### src/rtl/fetch_queue.sv
// fetch_queue: two-in/two-out circular fetch buffer feeding dual decode (FETCHQ_STATS_EN adds stall_cycles/flush_count outputs)
module fetch_queue #(
  parameter int          DEPTH  = 8,
  parameter logic [31:0] NOP_IR = 32'h0000_0013
) (
  input  logic                   clk,
  input  logic                   rst_n,
  input  logic                   flush,
  input  logic [1:0]             enq_num,
  input  logic [31:0]            enq0_pc,
  input  logic [31:0]            enq0_ir,
  input  logic [31:0]            enq1_pc,
  input  logic [31:0]            enq1_ir,
  output logic                   enq_ready,
  input  logic [1:0]             deq_num,
  output logic                   out0_valid,
  output logic [31:0]            out0_pc,
  output logic [31:0]            out0_ir,
  output logic                   out1_valid,
  output logic [31:0]            out1_pc,
  output logic [31:0]            out1_ir,
  output logic [$clog2(DEPTH):0] count
`ifdef FETCHQ_STATS_EN
  ,
  output logic [31:0]            stall_cycles,
  output logic [31:0]            flush_count
`endif
);
  localparam int AW = $clog2(DEPTH);
  logic [63:0]   mem [DEPTH];
  logic [AW-1:0] head, tail, h1, t1;
  logic [AW:0]   enq_n, deq_req, take;
  logic [63:0]   e0, e1;
  always_comb begin
    enq_ready  = count <= (AW+1)'(DEPTH - 2);
    enq_n      = (enq_ready && enq_num != 2'd3) ? (AW+1)'(enq_num) : '0;
    deq_req    = deq_num == 2'd3 ? '0 : (AW+1)'(deq_num);
    take       = deq_req > count ? count : deq_req;
    h1         = head + AW'(1);
    t1         = tail + AW'(1);
    e0         = mem[head];
    e1         = mem[h1];
    out0_valid = count != '0;
    out1_valid = count > (AW+1)'(1);
    out0_pc    = out0_valid ? e0[63:32] : '0;
    out0_ir    = out0_valid ? e0[31:0] : NOP_IR;
    out1_pc    = out1_valid ? e1[63:32] : '0;
    out1_ir    = out1_valid ? e1[31:0] : NOP_IR;
  end
  always_ff @(posedge clk)
    if (rst_n && !flush) begin
      if (enq_n != '0) mem[tail] <= {enq0_pc, enq0_ir};
      if (enq_n == (AW+1)'(2)) mem[t1] <= {enq1_pc, enq1_ir};
    end
  always_ff @(posedge clk)
    if (!rst_n || flush) begin
      head  <= '0;
      tail  <= '0;
      count <= '0;
    end else begin
      head  <= head + take[AW-1:0];
      tail  <= tail + enq_n[AW-1:0];
      count <= count + enq_n - take;
    end
`ifdef FETCHQ_STATS_EN
  always_ff @(posedge clk)
    if (!rst_n) begin
      stall_cycles <= '0;
      flush_count  <= '0;
    end else begin
      if (enq_num != 2'd0 && !enq_ready) stall_cycles <= stall_cycles + 32'd1;
      if (flush) flush_count <= flush_count + 32'd1;
    end
`endif
endmodule
### config.mk
export PLATFORM = sky130hd
export DESIGN_NAME = fetch_queue
export DESIGN_NICKNAME = d
export VERILOG_FILES = /design/src/rtl/fetch_queue.sv
export SDC_FILE = /design/constraint.sdc
export NUM_CORES = 1
export LEC_CHECK = 0
export CAP_MARGIN = 20
export CELL_PAD_IN_SITES_DETAIL_PLACEMENT = 2
export CELL_PAD_IN_SITES_GLOBAL_PLACEMENT = 2
export CORE_UTILIZATION = 44
export CTS_CLUSTER_DIAMETER = 100
export CTS_CLUSTER_SIZE = 24
export DETAILED_ROUTE_END_ITERATION = 7
export PLACE_DENSITY_LB_ADDON = 0.25
export SYNTH_ARGS = -nofsm -noshare
export SYNTH_HDL_FRONTEND = slang
export SYNTH_SLANG_ARGS = --single-unit
### constraint.sdc
create_clock -name clk -period 8.6 [get_ports clk]
set_input_delay 1.72 -clock clk [delete_from_list [all_inputs] [get_ports clk]]
set_output_delay 1.72 -clock clk [all_outputs]
set_load 0.05 [all_outputs]
* Word level (Yosys, flattened, before mapping)
Memory sizes are Yosys's and may differ from the RTL's. A register that Yosys moved wholly into a read port is not among the register bits.
Cells that the tools add are included.
** Word-level totals
- Output and inout bits :: 135
- Input port bits :: 135
- Memories :: 1
- Bits in read-only memories :: 0
- Flip-flop bits (word level) :: 10
- Word-level logic and storage cells :: 37
- Bits in latches :: 0
- Memory bits (writable) :: 512
** Memory list
- mem :: depth 8, bits a word 64, rd ports 2, clocked after memory_dff 1, write ports 2, line 30 : logic [63:0] mem [DEPTH];
** Cells by class
- Divide/modulo/power cells :: 0
- Bitwise logic cells :: 0
- $mul :: 0
- Magnitude comparators :: 3
- Mux-type cells :: 14
- Reduce and logical (&&, ||, !) cells :: 7
- Shifts and indexed selects :: 0
- Equal/unequal tests :: 3
- Add/subtract/negate cells :: 6
** Operator list (number)
- two-way mux 32 bit :: 4
- nonzero test 4 bit :: 2
- adder 3 x 1 -> 3 bit, second input constant :: 2
- two-way mux 1 bit :: 6
- adder 4 x 2 -> 4 bit :: 1
- == test 2 bit, second input constant :: 2
- > comparator 2 x 4 -> 1 bit :: 1
- > comparator 4 x 1 -> 1 bit, second input constant :: 1
- <= comparator 4 x 3 -> 1 bit, second input constant :: 1
- two-way mux 2 bit :: 2
- two-way mux 4 bit :: 1
- subtractor 4 bit :: 1
- adder 3 x 2 -> 3 bit :: 1
- adder 3 bit :: 1
- two-way mux 3 bit :: 1
- logical AND 1 bit :: 2
- logical NOT 1 bit :: 2
- != test 2 bit, second input constant :: 1
- logical OR 1 bit :: 1

* Longest topological paths before layout
- Depth in word-level cells :: 7
- Gate-level depth with buffers :: 13
- Mapped depth without buffers :: 13

* Worst setup path after synthesis
Ideal clock, no wire load.
- Path kind :: input port to flip-flop
- From :: input port rst_n
- To :: memory mem[0][0], enable pin
- Stages :: 3
- Required time :: 8019 ps
- Arrival :: 6929 ps
- Buffers on the path :: 0
- Slack :: 1091 ps
- Cells stage by stage :: nor2b_1 > o2111ai_1 > o31ai_1
** RTL lines
- from (decl) :: line 7 : input logic rst_n,
- to (decl) :: line 30

* Worst setup path after layout
- From :: register head[0]
- To :: output port out1_ir[26]
** Between the ends
- Cells in the longest elaborated chain, start to end :: 3
** RTL lines
- from (decl) :: line 31 : logic [AW-1:0] head, tail, h1, t1;
- from (signal assigned) :: line 61 : head <= head + take[AW-1:0];
- adder 3 x 1 -> 3 bit :: line 39 : h1 = head + AW'(1);
- memory (8 x 64 bit)
- two-way mux 32 bit :: line 48 : out1_ir = out1_valid ? e1[31:0] : NOP_IR;
- to (decl) :: line 21 : output logic [31:0] out1_ir,
No other way between the ends.

==> impl_metrics.tcl <==
set metrics [dict create \
    crit-reg2reg-launch "tail[1]" \
    post_dp_cell_area_um2 34100 \
    layout_cells_sized_above_1_pct 27.2 \
    ant_nets 0 \
    clock-skew-final_ns 0.0270 \
    grt_overflow 0 \
    yosysWarningCount 0 \
    die_area_um2 70700 \
    worstSetupEndpointType "output pin" \
    core_area_um2 68700 \
    drt_drc_violations_left 0 \
    whs_endpoint "head[2]" \
    net-switching-power_mw 3.35 \
    crit_path_start "head[0]" \
    fraction_of_power_consumed_by_combinational_cells_pct 44.3 \
    number_of_cell_instances_on_the_worst_register_to_register_path 5 \
    power_mw 8.05 \
    number_of_distinct_library_cell_variants_in_the_gate_level_netlist_after_synthesis 38 \
    max_cap_viol_count 0 \
    initial_antenna_violation_count 21 \
    die_y_um 266 \
    crit-reg2reg-capture "mem[0][31]" \
    async_flop_share_pct 0 \
    slew_violations 0 \
    initial_utilization_pct 44.6 \
    worst_ep_arrival_time_ns 4.66 \
    area_of_the_mapped_netlist_um2 30700 \
    hold_path.startpoint "count[2]" \
    globalRouteTotalUtil_pct 28.2 \
    synthesis.instances 1859 \
    worst_slack_ns 2.22 \
    fillCellCount 6175 \
    leakage_nw 11.0 \
    placementRows 96 \
    setup_violations 0 \
    worst_slew_pin_slew_ns 1.17 \
    ys_seq_area_share_pct 50.8 \
    final_min_period_over_clock_period_pct 74.1 \
    maximum_vdd_ir_drop_v 0.000254 \
    whs_ns 0.717 \
    synth_largest_area_cell "sky130_fd_sc_hd__edfxtp_1" \
    largest_net_degree_at_the_start_of_global_routing 141 \
    seqCellArea_um2 15600 \
    drt_iter0_markers 1512 \
    hold_path.class "reg -> reg" \
    tritoncts_sink_count 522 \
    die_width_um 266 \
    critPathMaxFanout 66 \
    drt-total-wl_um 99100 \
    htreeDepth 1 \
    detailedRoute.firstPassIterationCount 5 \
    regToRegSetupSlack_ns 4.45 \
    cts_max_path_buffers 3 \
    dp_cells 2942 \
    holdPathStages 3 \
    timing_worst_setup_path_type "reg -> out" \
    yosys_most_used_dff "sky130_fd_sc_hd__edfxtp_1" \
    cts_hold_buf 0 \
    synth_top_area_share_pct 50.2 \
    worstPathRequired_ns 6.88 \
    period_minus_slack_ns 6.38 \
    finalHoldViolations 0 \
    fmaxAchievable_ghz 0.157 \
    vias 18883 \
    final-instance-count-excl-fill 3004 \
    power.density_nw_per_um2 229 \
    post-dp-hpwl_um 58800 \
    grt_pass1_vias 21163 \
    synth_edf_count 512 \
    place.port_buffers 269 \
    worst_slew_margin_rel_pct 22.0 \
    insertion_delay_ns 0.63 \
    setup_tns_ns 0 \
    cts_root_buffer "sky130_fd_sc_hd__clkbuf_16" \
    p_seq_share_pct 35.9 \
    area_delta_synth_final_pct 14.6 \
    avgSynthCellArea_um2 16.5 \
    clk_pin_slew_worst_paths_ns 0.09 \
    power_frac_clock_pct 19.8 \
    nets 2196 \
    stdcell_area_um2 35100 \
    multiInputGateArea_um2 14300 \
    run_status "completed" \
    post_synth_main_area_contributors "sky130_fd_sc_hd__edfxtp_1 50%, sky130_fd_sc_hd__mux4_2 19%, sky130_fd_sc_hd__mux2_1 12%" \
    grt_setup_unrepaired "no" \
    post-place-ws_ns 2.70 \
    place_congestion 0.772 \
    grt_first_pass_wirelength_um 145000 \
    tritoncts "done" \
    synthesis.nets 2011 \
    final_core_util_pct 51.1 \
    cts_made_buffers 28 \
    detail_route.wl_per_cell_um 33.0 \
    top_level_ports 270 \
    cts_setup_buffers 0 \
    power.share.switching_pct 41.6 \
    cells_resized_by_post_cts_repair 0 \
    ys_ff_latch 522 \
    routed_via_density 6.29 \
    internal-power_mw 4.70 \
    startpoint_kind_of_the_worst_setup_timing_path "register" \
]
==> critical path: stages (launching register included) <==
cell,delay [ns]
sky130_fd_sc_hd__dfxtp_4,1.02
sky130_fd_sc_hd__ha_4,0.55
sky130_fd_sc_hd__buf_16,0.33
sky130_fd_sc_hd__buf_12,0.44
sky130_fd_sc_hd__mux4_2,0.30
sky130_fd_sc_hd__nand2_1,0.06
sky130_fd_sc_hd__a21oi_1,0.37
sky130_fd_sc_hd__clkdlybuf4s50_1,0.88
==> synth_stat cells, types with 12 or more instances <==
master	n
sky130_fd_sc_hd__mux2_2	149
sky130_fd_sc_hd__mux4_2	256
sky130_fd_sc_hd__nand2_1	138
sky130_fd_sc_hd__buf_2	59
sky130_fd_sc_hd__buf_6	32
sky130_fd_sc_hd__edfxtp_1	512
sky130_fd_sc_hd__ha_1	13
sky130_fd_sc_hd__buf_4	12
sky130_fd_sc_hd__nor2_1	68
sky130_fd_sc_hd__mux2_1	314
sky130_fd_sc_hd__inv_1	13
sky130_fd_sc_hd__mux2i_1	65
sky130_fd_sc_hd__a21oi_1	65
sky130_fd_sc_hd__mux2_4	49
sky130_fd_sc_hd__clkbuf_1	44
==> state kept, by name, indices dropped and copies added (netlist names) <==
signal and flops:
count 4, mem 512, head 3, tail 3
==> power groups by stage <==
stage                     Sequential, mW  Clock (mW)  Combinational, mW
after CTS                           2.89        1.62               3.58
after global placement              2.94           0               3.50
after global routing                2.90        1.69               3.70
final                               2.89        1.60               3.56
after detailed placement            2.95           0               3.56
after floorplan                     2.93           0               2.24
==> area by class of cell <==
cell class	count	share of cell area (%)
Antenna cell	9	0.0641
Clock inverter	13	0.442
Clock buffer	37	2.15
Tap cell	931	3.32
Timing Repair Buffer	303	8.70
Multi-Input combinational cell	1174	40.8
Inverter	15	0.160
Sequential cell	522	44.4
==> metal layers <==
metal / up-vias / track usage [%] / share of wire, %
met1: 10318 / 35.7 / 41
met3: 128 / 5.00 / 5.1
met5: - / 0 / 0.16
met4: 26 / 8.26 / 2.3
met2: 544 / 49.2 / 52
li1: 7867 / - / -
==> worst max path at each step <==
stage / endpoint / slack [ns] / cells past startpoint
2_1_floorplan: mem[0][0] / 1.09 / 3
3_5_place_dp: out1_ir[26] / 2.70 / 6
4_1_cts: out1_ir[26] / 2.03 / 6
6_report: out1_ir[26] / 2.22 / 7
5_1_grt: out0_pc[1] / 1.99 / 6
3_3_place_gp: out1_ir[26] / 2.72 / 6
==> logic make-up after synthesis <==
kind of cell    after synthesis  synth area share (%)
xor+xnor                      9                 0.257
buf+inv                     163                  3.17
simple gates                236                  3.26
fa+ha+maj                    17                 0.792
mux                         833                  40.3
compound gates               79                  1.38
flops                       522                  50.8
==> placed cells by master (no fill, tap or decap), drive strengths merged <==
cell type,count
dfxtp,10
bufinv,2
o211ai,1
o21bai,2
mux2,512
fa,4
diode,9
o21ai,4
nor2b,5
ha,13
nor4,4
a21boi,1
nor4b,1
buf,34
nor2,69
edfxtp,512
a21oi,65
nand2,138
clkinv,6
xor2,4
o31ai,2
nand2b,3
and2,7
clkbuf,37
inv,18
o2111ai,3
xnor2,5
clkinvlp,2
and3,2
mux2i,65
mux4,256
nand3,7
a21o,1
clkdlybuf4s50,269
Note: power is estimated with default switching activity, not from simulation.
